### config.mk
export PLATFORM = sky130hd
export DESIGN_NAME = seq_divider4
export DESIGN_NICKNAME = d
export VERILOG_FILES = /design/src/rtl/divider_pkg.sv /design/src/rtl/sub_stage.sv /design/src/rtl/seq_divider4.sv
export SDC_FILE = /design/constraint.sdc
export NUM_CORES = 1
export LEC_CHECK = 0
export ABC_CLOCK_PERIOD_IN_PS = 7100
export CAP_MARGIN = 25
export CORE_MARGIN = 2
export CORE_UTILIZATION = 40
export DETAILED_ROUTE_END_ITERATION = 7
export PLACE_DENSITY_LB_ADDON = 0.12
export SLEW_MARGIN = 40
export SYNTH_ARGS = -nofsm -noshare
export SYNTH_HDL_FRONTEND = slang
export SYNTH_SLANG_ARGS = --single-unit
export TNS_END_PERCENT = 20
### constraint.sdc
create_clock -name clk -period 7.1 [get_ports clk]
set_input_delay 1.065 -clock clk [delete_from_list [all_inputs] [get_ports clk]]
set_output_delay 1.065 -clock clk [all_outputs]
set_load 0.1 [all_outputs]
### src/rtl/divider_pkg.sv
// Shared definitions for the sequential restoring divider.
//   WIDTH_DEF : default operand/result width
//   state_t   : controller states (IDLE, RUN, DONE)
//   cnt_width : width of the iteration counter for a given operand width
package divider_pkg;

  localparam int unsigned WIDTH_DEF = 4;

  typedef enum logic [1:0] {
    IDLE = 2'd0,
    RUN  = 2'd1,
    DONE = 2'd2
  } state_t;

  // Counter only has to reach WIDTH-1; never narrower than one bit.
  function automatic int unsigned cnt_width(input int unsigned w);
    return (w <= 2) ? 1 : $clog2(w);
  endfunction

  localparam int unsigned CNT_W = cnt_width(WIDTH_DEF);

endpackage

### src/rtl/sub_stage.sv
// Ripple-borrow subtractor built from full-adder cells: o_diff = i_a - i_b,
// computed as i_a + ~i_b + 1.
//   i_a    : minuend
//   i_b    : subtrahend
//   o_diff : difference (modulo 2**WIDTH)
//   o_cout : carry out of the top cell; 1 means no borrow (i_a >= i_b)
module sub_stage #(
  parameter int unsigned WIDTH = 5
) (
  input  logic [WIDTH-1:0] i_a,
  input  logic [WIDTH-1:0] i_b,
  output logic [WIDTH-1:0] o_diff,
  output logic             o_cout
);

  logic [WIDTH:0]   w_c;
  logic [WIDTH-1:0] w_bn;

  assign w_bn   = ~i_b;
  assign w_c[0] = 1'b1;

  for (genvar gi = 0; gi < WIDTH; gi++) begin : g_fa
    assign o_diff[gi]  = i_a[gi] ^ w_bn[gi] ^ w_c[gi];
    assign w_c[gi + 1] = (i_a[gi] & w_bn[gi]) | (i_a[gi] & w_c[gi]) | (w_bn[gi] & w_c[gi]);
  end

  assign o_cout = w_c[WIDTH];

endmodule

### src/rtl/seq_divider4.sv
// Sequential restoring divider, one quotient bit per clock, MSB first.
//   clk         : rising-edge clock
//   rst         : asynchronous active-high reset
//   start       : begin a division (accepted in IDLE or DONE only)
//   dividend    : unsigned numerator, sampled with an accepted start
//   divisor     : unsigned denominator, sampled with an accepted start
//   busy        : high while iterations are in progress
//   done        : one-cycle pulse, results valid
//   quotient    : registered quotient (all ones on divide by zero)
//   remainder   : registered remainder (dividend on divide by zero)
//   div_by_zero : registered flag, sampled divisor was zero
module seq_divider4
  import divider_pkg::*;
#(
  parameter int unsigned WIDTH = WIDTH_DEF
) (
  input  logic             clk,
  input  logic             rst,
  input  logic             start,
  input  logic [WIDTH-1:0] dividend,
  input  logic [WIDTH-1:0] divisor,
  output logic             busy,
  output logic             done,
  output logic [WIDTH-1:0] quotient,
  output logic [WIDTH-1:0] remainder,
  output logic             div_by_zero
);

  localparam int unsigned   CW   = cnt_width(WIDTH);
  localparam logic [CW-1:0] LAST = CW'(WIDTH - 1);

  state_t           r_state;
  state_t           w_next;
  logic [WIDTH-1:0] r_dvd;
  logic [WIDTH-1:0] r_dvs;
  logic [WIDTH:0]   r_rem;
  logic [WIDTH-1:0] r_q;
  logic [CW-1:0]    r_cnt;
  logic             r_zpend;
  logic [WIDTH-1:0] r_quot;
  logic [WIDTH-1:0] r_remo;
  logic             r_dz;

  logic             w_accept;
  logic             w_last;
  logic [WIDTH:0]   w_shifted;
  logic [WIDTH:0]   w_trial;
  logic [WIDTH:0]   w_rem_nxt;
  logic             w_nb;
  logic             w_unused_bits;

  assign w_accept  = start && ((r_state == IDLE) || (r_state == DONE));
  assign w_last    = (r_cnt == LAST);
  assign w_shifted = {r_rem[WIDTH-1:0], r_dvd[WIDTH-1]};

  sub_stage #(.WIDTH(WIDTH + 1)) u_sub (
    .i_a    (w_shifted),
    .i_b    ({1'b0, r_dvs}),
    .o_diff (w_trial),
    .o_cout (w_nb)
  );

  assign w_rem_nxt = w_nb ? w_trial : w_shifted;

  // Partial remainder stays below the divisor, so its top bit is never read;
  // the first quotient bit shifts out of r_q before the final load.
  assign w_unused_bits = r_rem[WIDTH] ^ r_q[WIDTH-1];

  always_ff @(posedge clk or posedge rst) begin
    if (rst) r_state <= IDLE;
    else     r_state <= w_next;
  end

  // A zero divisor still passes through RUN for one cycle (r_zpend set, busy
  // masked) so the result appears one edge after the accepting edge.
  always_comb begin
    w_next = r_state;
    case (r_state)
      IDLE:    if (start) w_next = RUN;
      RUN:     if (r_zpend || w_last) w_next = DONE;
      DONE:    w_next = start ? RUN : IDLE;
      default: w_next = IDLE;
    endcase
  end

  always_ff @(posedge clk or posedge rst) begin
    if (rst) begin
      r_dvd   <= '0;
      r_dvs   <= '0;
      r_rem   <= '0;
      r_q     <= '0;
      r_cnt   <= '0;
      r_zpend <= 1'b0;
      r_quot  <= '0;
      r_remo  <= '0;
      r_dz    <= 1'b0;
    end else if (w_accept) begin
      r_dvd   <= dividend;
      r_dvs   <= divisor;
      r_rem   <= '0;
      r_q     <= '0;
      r_cnt   <= '0;
      r_zpend <= (divisor == '0);
      if (divisor != '0) r_dz <= 1'b0;
    end else if (r_state == RUN) begin
      if (r_zpend) begin
        r_quot  <= '1;
        r_remo  <= r_dvd;
        r_dz    <= 1'b1;
        r_zpend <= 1'b0;
      end else begin
        r_rem <= w_rem_nxt;
        r_dvd <= {r_dvd[WIDTH-2:0], 1'b0};
        r_q   <= {r_q[WIDTH-2:0], w_nb};
        r_cnt <= r_cnt + CW'(1);
        if (w_last) begin
          r_quot <= {r_q[WIDTH-2:0], w_nb};
          r_remo <= w_rem_nxt[WIDTH-1:0];
        end
      end
    end
  end

  assign busy        = (r_state == RUN) && !r_zpend;
  assign done        = (r_state == DONE);
  assign quotient    = r_quot;
  assign remainder   = r_remo;
  assign div_by_zero = r_dz;

endmodule
* Yosys cells after proc, flatten, opt, wreduce, memory -nomap -nowiden
Cells that the tools add are included.
Cells by class: add/sub/neg operators 1, eq/ne operators 7, muxes and demuxes 27, bitwise operators 33, reductions and logical operators 15
Operators by type and width (count):
- 2-to-1 mux 4 bit | 11
- bitwise AND 1 bit | 13
- 2-to-1 mux 2 bit | 5
- bitwise OR 1 bit | 10
- 2-to-1 mux 3 bit | 3
- 2-to-1 mux 1 bit | 7
- bitwise XOR 1 bit | 7
- one-hot mux 2 bit (3 select lines) | 1
- AND reduction 3 bit | 2
- nonzero test 2 bit | 3
- inverter 4 -> 5 bit | 1
- == test 2 bit (second input constant) | 2
- logical NOT 4 bit | 1
- inequality test 2 x 1 -> 1 bit (second input constant) | 2
- inequality test 2 bit (second input constant) | 2
- AND reduction 2 bit | 2
- nonzero test 4 bit | 1
- adder 2 x 1 -> 2 bit (second input constant) | 1
- == test 2 x 1 -> 1 bit (second input constant) | 1
- logical AND 1 bit | 2
- logical NOT 2 bit | 1
- logical OR 1 bit | 2
- inverter 1 bit | 2
- logical NOT 1 bit | 1
Word-level totals: register bits after elaboration 29, input port bits 11, output and inout port bits 11

* Logic depth before layout (Yosys ltp)
depth after elaboration 20, depth in mapped cells 9

* Hierarchy
A second synthesis with hierarchy kept.
Unflattened totals: cells, all modules 151, area total of the unflattened synthesis 1456.4 um2
Modules (own cells, without submodules):
- seq_divider4 | instances 1, cells an instance 136, area an instance 1326.3 um2, seq. area each 725.7 um2
- sub_stage | instances 1, cells an instance 15, area an instance 130.1 um2, seq. area each 0.0 um2

* Worst setup path before layout
No wires, ideal clock.
path kind reg2reg, start reg r_dvd[3], end reg r_remo[2], in the netlist remainder[2], library setup time 0.134 ns, arrival time 2.496 ns, data required time 6.966 ns, setup slack 4.469 ns, cell stages (with the launch flop) 10, path buffers 0, period minus slack after synthesis 2.631 ns, cell sequence dfrtp_1 inv_1 ha_1 inv_1 fa_1 fa_1 fa_1 nor2_1 mux2i_1 o211ai_1
On the way: word-level cells in the longest chain between the ends 18, elaborated cells on any way between the ends 23, classes of those cells mux: 3; bitwise: 20
Ends and longest elaborated chain:
- from (decl) | RTL line seq_divider4.sv:34 | logic [WIDTH-1:0] r_dvd;
- from (signal assigned) | RTL line seq_divider4.sv:98 | r_dvd <= dividend;
- from (signal assigned) | RTL line seq_divider4.sv:113 | r_dvd <= {r_dvd[WIDTH-2:0], 1'b0};
- bitwise AND 1 bit | RTL line sub_stage.sv:24 | assign w_c[gi + 1] = (i_a[gi] & w_bn[gi]) | (i_a[gi] & w_c[gi]) | (w_bn[gi] & w_c[gi]);
- bitwise OR 1 bit (*) (2 in a row) | RTL line sub_stage.sv:24
- bitwise AND 1 bit | RTL line sub_stage.sv:24
- bitwise OR 1 bit | RTL line sub_stage.sv:24
- bitwise OR 1 bit (*) | RTL line sub_stage.sv:24
- bitwise AND 1 bit | RTL line sub_stage.sv:24
- bitwise OR 1 bit (2 in a row) | RTL line sub_stage.sv:24
- bitwise AND 1 bit | RTL line sub_stage.sv:24
- bitwise OR 1 bit (2 in a row) | RTL line sub_stage.sv:24
- bitwise AND 1 bit | RTL line sub_stage.sv:24
- bitwise OR 1 bit (2 in a row) | RTL line sub_stage.sv:24
- 2-to-1 mux 4 bit (*) | RTL line seq_divider4.sv:63 | assign w_rem_nxt = w_nb ? w_trial : w_shifted;
- 2-to-1 mux 4 bit (*) | RTL line seq_divider4.sv:116 | if (w_last) begin
- 2-to-1 mux 4 bit (*) | RTL line seq_divider4.sv:106 | if (r_zpend) begin
- to (signal assigned) | RTL line seq_divider4.sv:108 | r_remo <= r_dvd;
- to (signal assigned) | RTL line seq_divider4.sv:118 | r_remo <= w_rem_nxt[WIDTH-1:0];
- to (decl) | RTL line seq_divider4.sv:41 | logic [WIDTH-1:0] r_remo;
Every way passes the cells marked *; elsewhere a longest branch is shown, timed or not. The select of a mux whose other input is x is not followed. A chain may end at the register's enable or synchronous reset.

* Worst setup path in the final report
start reg r_zpend, end out busy
On the way: word-level cells in the longest chain between the ends 2
Ends and longest elaborated chain:
- from (decl) | RTL line seq_divider4.sv:39 | logic r_zpend;
- from (signal assigned) | RTL line seq_divider4.sv:103 | r_zpend <= (divisor == '0);
- logical NOT 1 bit | RTL line seq_divider4.sv:124 | assign busy = (r_state == RUN) && !r_zpend;
- logical AND 1 bit | RTL line seq_divider4.sv:124
- to (decl) | RTL line seq_divider4.sv:22 | output logic busy,
Every way passes these cells.

==> impl_metrics.csv <==
group,metric,value,unit
sta,clock-skew-final,0.00897,ns
sta,drv_slew,0,
floorplanning,start_util,41.7,%
finish,diodes,0,
sta,finalCritPeriodShare,47.6,%
cts,cts_root_buf,"clkbuf_4",
finish,nNetsFinal,174,
critical_path,start_kind,"flip-flop",
sta,tightestPinTransition,0.680,ns
sta,tns,0,ns
sta,hold_violations,0,
sta,finalCriticalPeriod,3.38,ns
cts,hold_buffers,0,
critical_path,critical_path_class,"reg -> out",
cts,cts_sinks,29,
routing,routed_wl,2890,um
critical_path,cp.required,6.03,ns
routing,firstDrtPassIters,4,
floorplanning,die_height,63.0,um
yosys,syn_area,1390,um^2
floorplanning,ioPinCount,22,
grt,grt_pass1_wl,5130,um
cts,cts_resized,0,
routing,final_antenna_net_count,0,
routing,vias,1055,
critical_path,critPathMaxFanout,20,
yosys,synth_common_cells,"dfrtp_1 (29), nand2_1 (20), o21ai_0 (15)",
yosys,synth_edf_count,0,
cts,cts_tree,"done",
yosys,synth-seq-area-share,52.2,%
critical_path,reg2reg_slack,4.08,ns
place,dp_hpwl,2100,um
cts,cts_buffers,5,
critical_path,endpoint_kind,"output pin",
cts,clockBufferDepth,2,
floorplanning,die_area,3960,um^2
place,portBuffers,21,
flow_run,drv_cap,0,
floorplanning,die_w,63.0,um
yosys,syn_avg_cell_area,10.3,um^2
yosys,yosys.area.top_type,"dfrtp_1",
routing,route.detailed.drc,0,
yosys,netlist_instances,135,
cts,clk_pin_slew,0.09,ns
yosys,yosysMostFrequentCell,"dfrtp_1",
cts,insertion_delay,0.33,ns
sta,rsz0062_at_grt,"no",
place,routabilityCongestion,0.783,
grt,grt_pass1_vias,1041,
outcome,status,"finished clean",
sta,setup_viol,0,
finish,area_growth,18.9,%
yosys,syn-num-nets,151,
floorplanning,core_area,3340,um^2
grt,track_usage,17.2,%
grt,overflow,0,
finish,drive_above_1_share,19.5,%
finish,utilization,49.5,%
yosys,ys.flop_type,"dfrtp_1",
place,placed_area,1570,um^2
grt,grt_antenna_before_repair,0,
cts,cts_htree_levels,2,
hold_path,hp-class,"reg -> reg",
sta,whs,0.490,ns
yosys,synth-async-reset-ratio,100,%
yosys,ys_ff_latch,29,
sta,fmax,0.296,GHz
cts,cts_setup_buffers,0,
yosys,ys_types,32,
floorplanning,row_count,21,
sta,relSlewSlack,54.7,%
yosys,synth_top_area_share,52.2,%
routing,viasPerCell,5.15,
finish,design_area,1650,um^2
yosys,yosys_warnings,0,
routing,drtIter0Drc,14,
critical_path,worst_ep_arrival_time,2.32,ns
yosys,ys_top_cells_by_area,"dfrtp_1 (52%), nand2_1 (5.4%), o21ai_0 (5.4%)",
grt,grt_max_degree,30,
routing,wl_per_cell,14.1,um
per-layer routing:
layer  track usage [%]  up-vias  share of wire (%)
li1                  -      513                  -
met1              23.5      512                 49
met2              25.3       23                 44
met3              5.77        7                5.3
met4              6.67        0                1.8
met5                 0        -                  0
area by class of cell:
| cell class | instances | area, um^2 |
|---|---|---|
| clock inverters | 1 | 30.0 |
| flip-flops and latches | 29 | 726 |
| multi-input cells | 93 | 599 |
| well taps | 46 | 57.6 |
| clock buffers | 7 | 55.1 |
| fillers | 336 | 1680 |
| repair buffers | 21 | 155 |
| inverters | 8 | 30.0 |
per-stage QoR:
step,setup slack (ns),instances
floorplan,4.47,135
global placement,3.35,197
detailed placement,3.92,197
CTS,3.54,205
global route,3.57,205
finish,3.72,205
cell usage in the layout (no fill, tap or decap), types with 2 or more instances in the layout:
master and n:
nand3_2 3, ha_1 2, buf_2 11, o211ai_1 3, fa_1 3, clkdlybuf4s50_1 10
clkbuf_4 5, a21oi_1 3, dfrtp_1 29, nor2_1 6, nand2_1 20, o21ai_0 15
nand2b_1 2, inv_1 6, o21ai_2 5, and2b_1 2, mux2i_1 3, nand3_1 13
critical path, cell delays in order, from the launching register on:
cell and delay (ns):
dfrtp_1 0.54, or3b_2 0.76, clkinv_1 0.22, buf_2 0.45
state kept, by name, indices dropped and copies added, names as in the netlist, 2 cells and up:
register,count
r_cnt,2
r_q,3
r_state,2
quotient,4
remainder,4
r_rem,4
r_dvs,4
r_dvd,4
path summary, 6_finish.rpt:
kind                                 startpoint                       end  depth (start not counted)
max                         r_zpend$_DFFE_PP0P_                      busy                          3
min                        r_dvs[0]$_DFFE_PP0P_      r_dvs[0]$_DFFE_PP0P_                          2
max reg2reg                r_dvd[3]$_DFFE_PP0P_  remainder[3]$_DFFE_PP0P_                          9
min reg2reg                r_dvs[0]$_DFFE_PP0P_      r_dvs[0]$_DFFE_PP0P_                          2
max in group asynchronous                   rst      r_rem[2]$_DFFE_PP0P_                          2
min in group asynchronous                   rst       r_zpend$_DFFE_PP0P_                          2
cells by family after synthesis:
| family | after synthesis | share of synthesized area (%) |
|---|---|---|
| muxes | 4 | 2.97 |
| DFF | 29 | 52.2 |
| AOI/OAI and AO/OA | 33 | 15.5 |
| buffers and inverters | 13 | 4.68 |
| adders and majority gates | 5 | 6.12 |
| and+or+nand+nor | 51 | 18.5 |
Power is left out: the tool's default activity adds up to more than one toggle a clock period on the data nets, which glitch-free logic cannot reach.
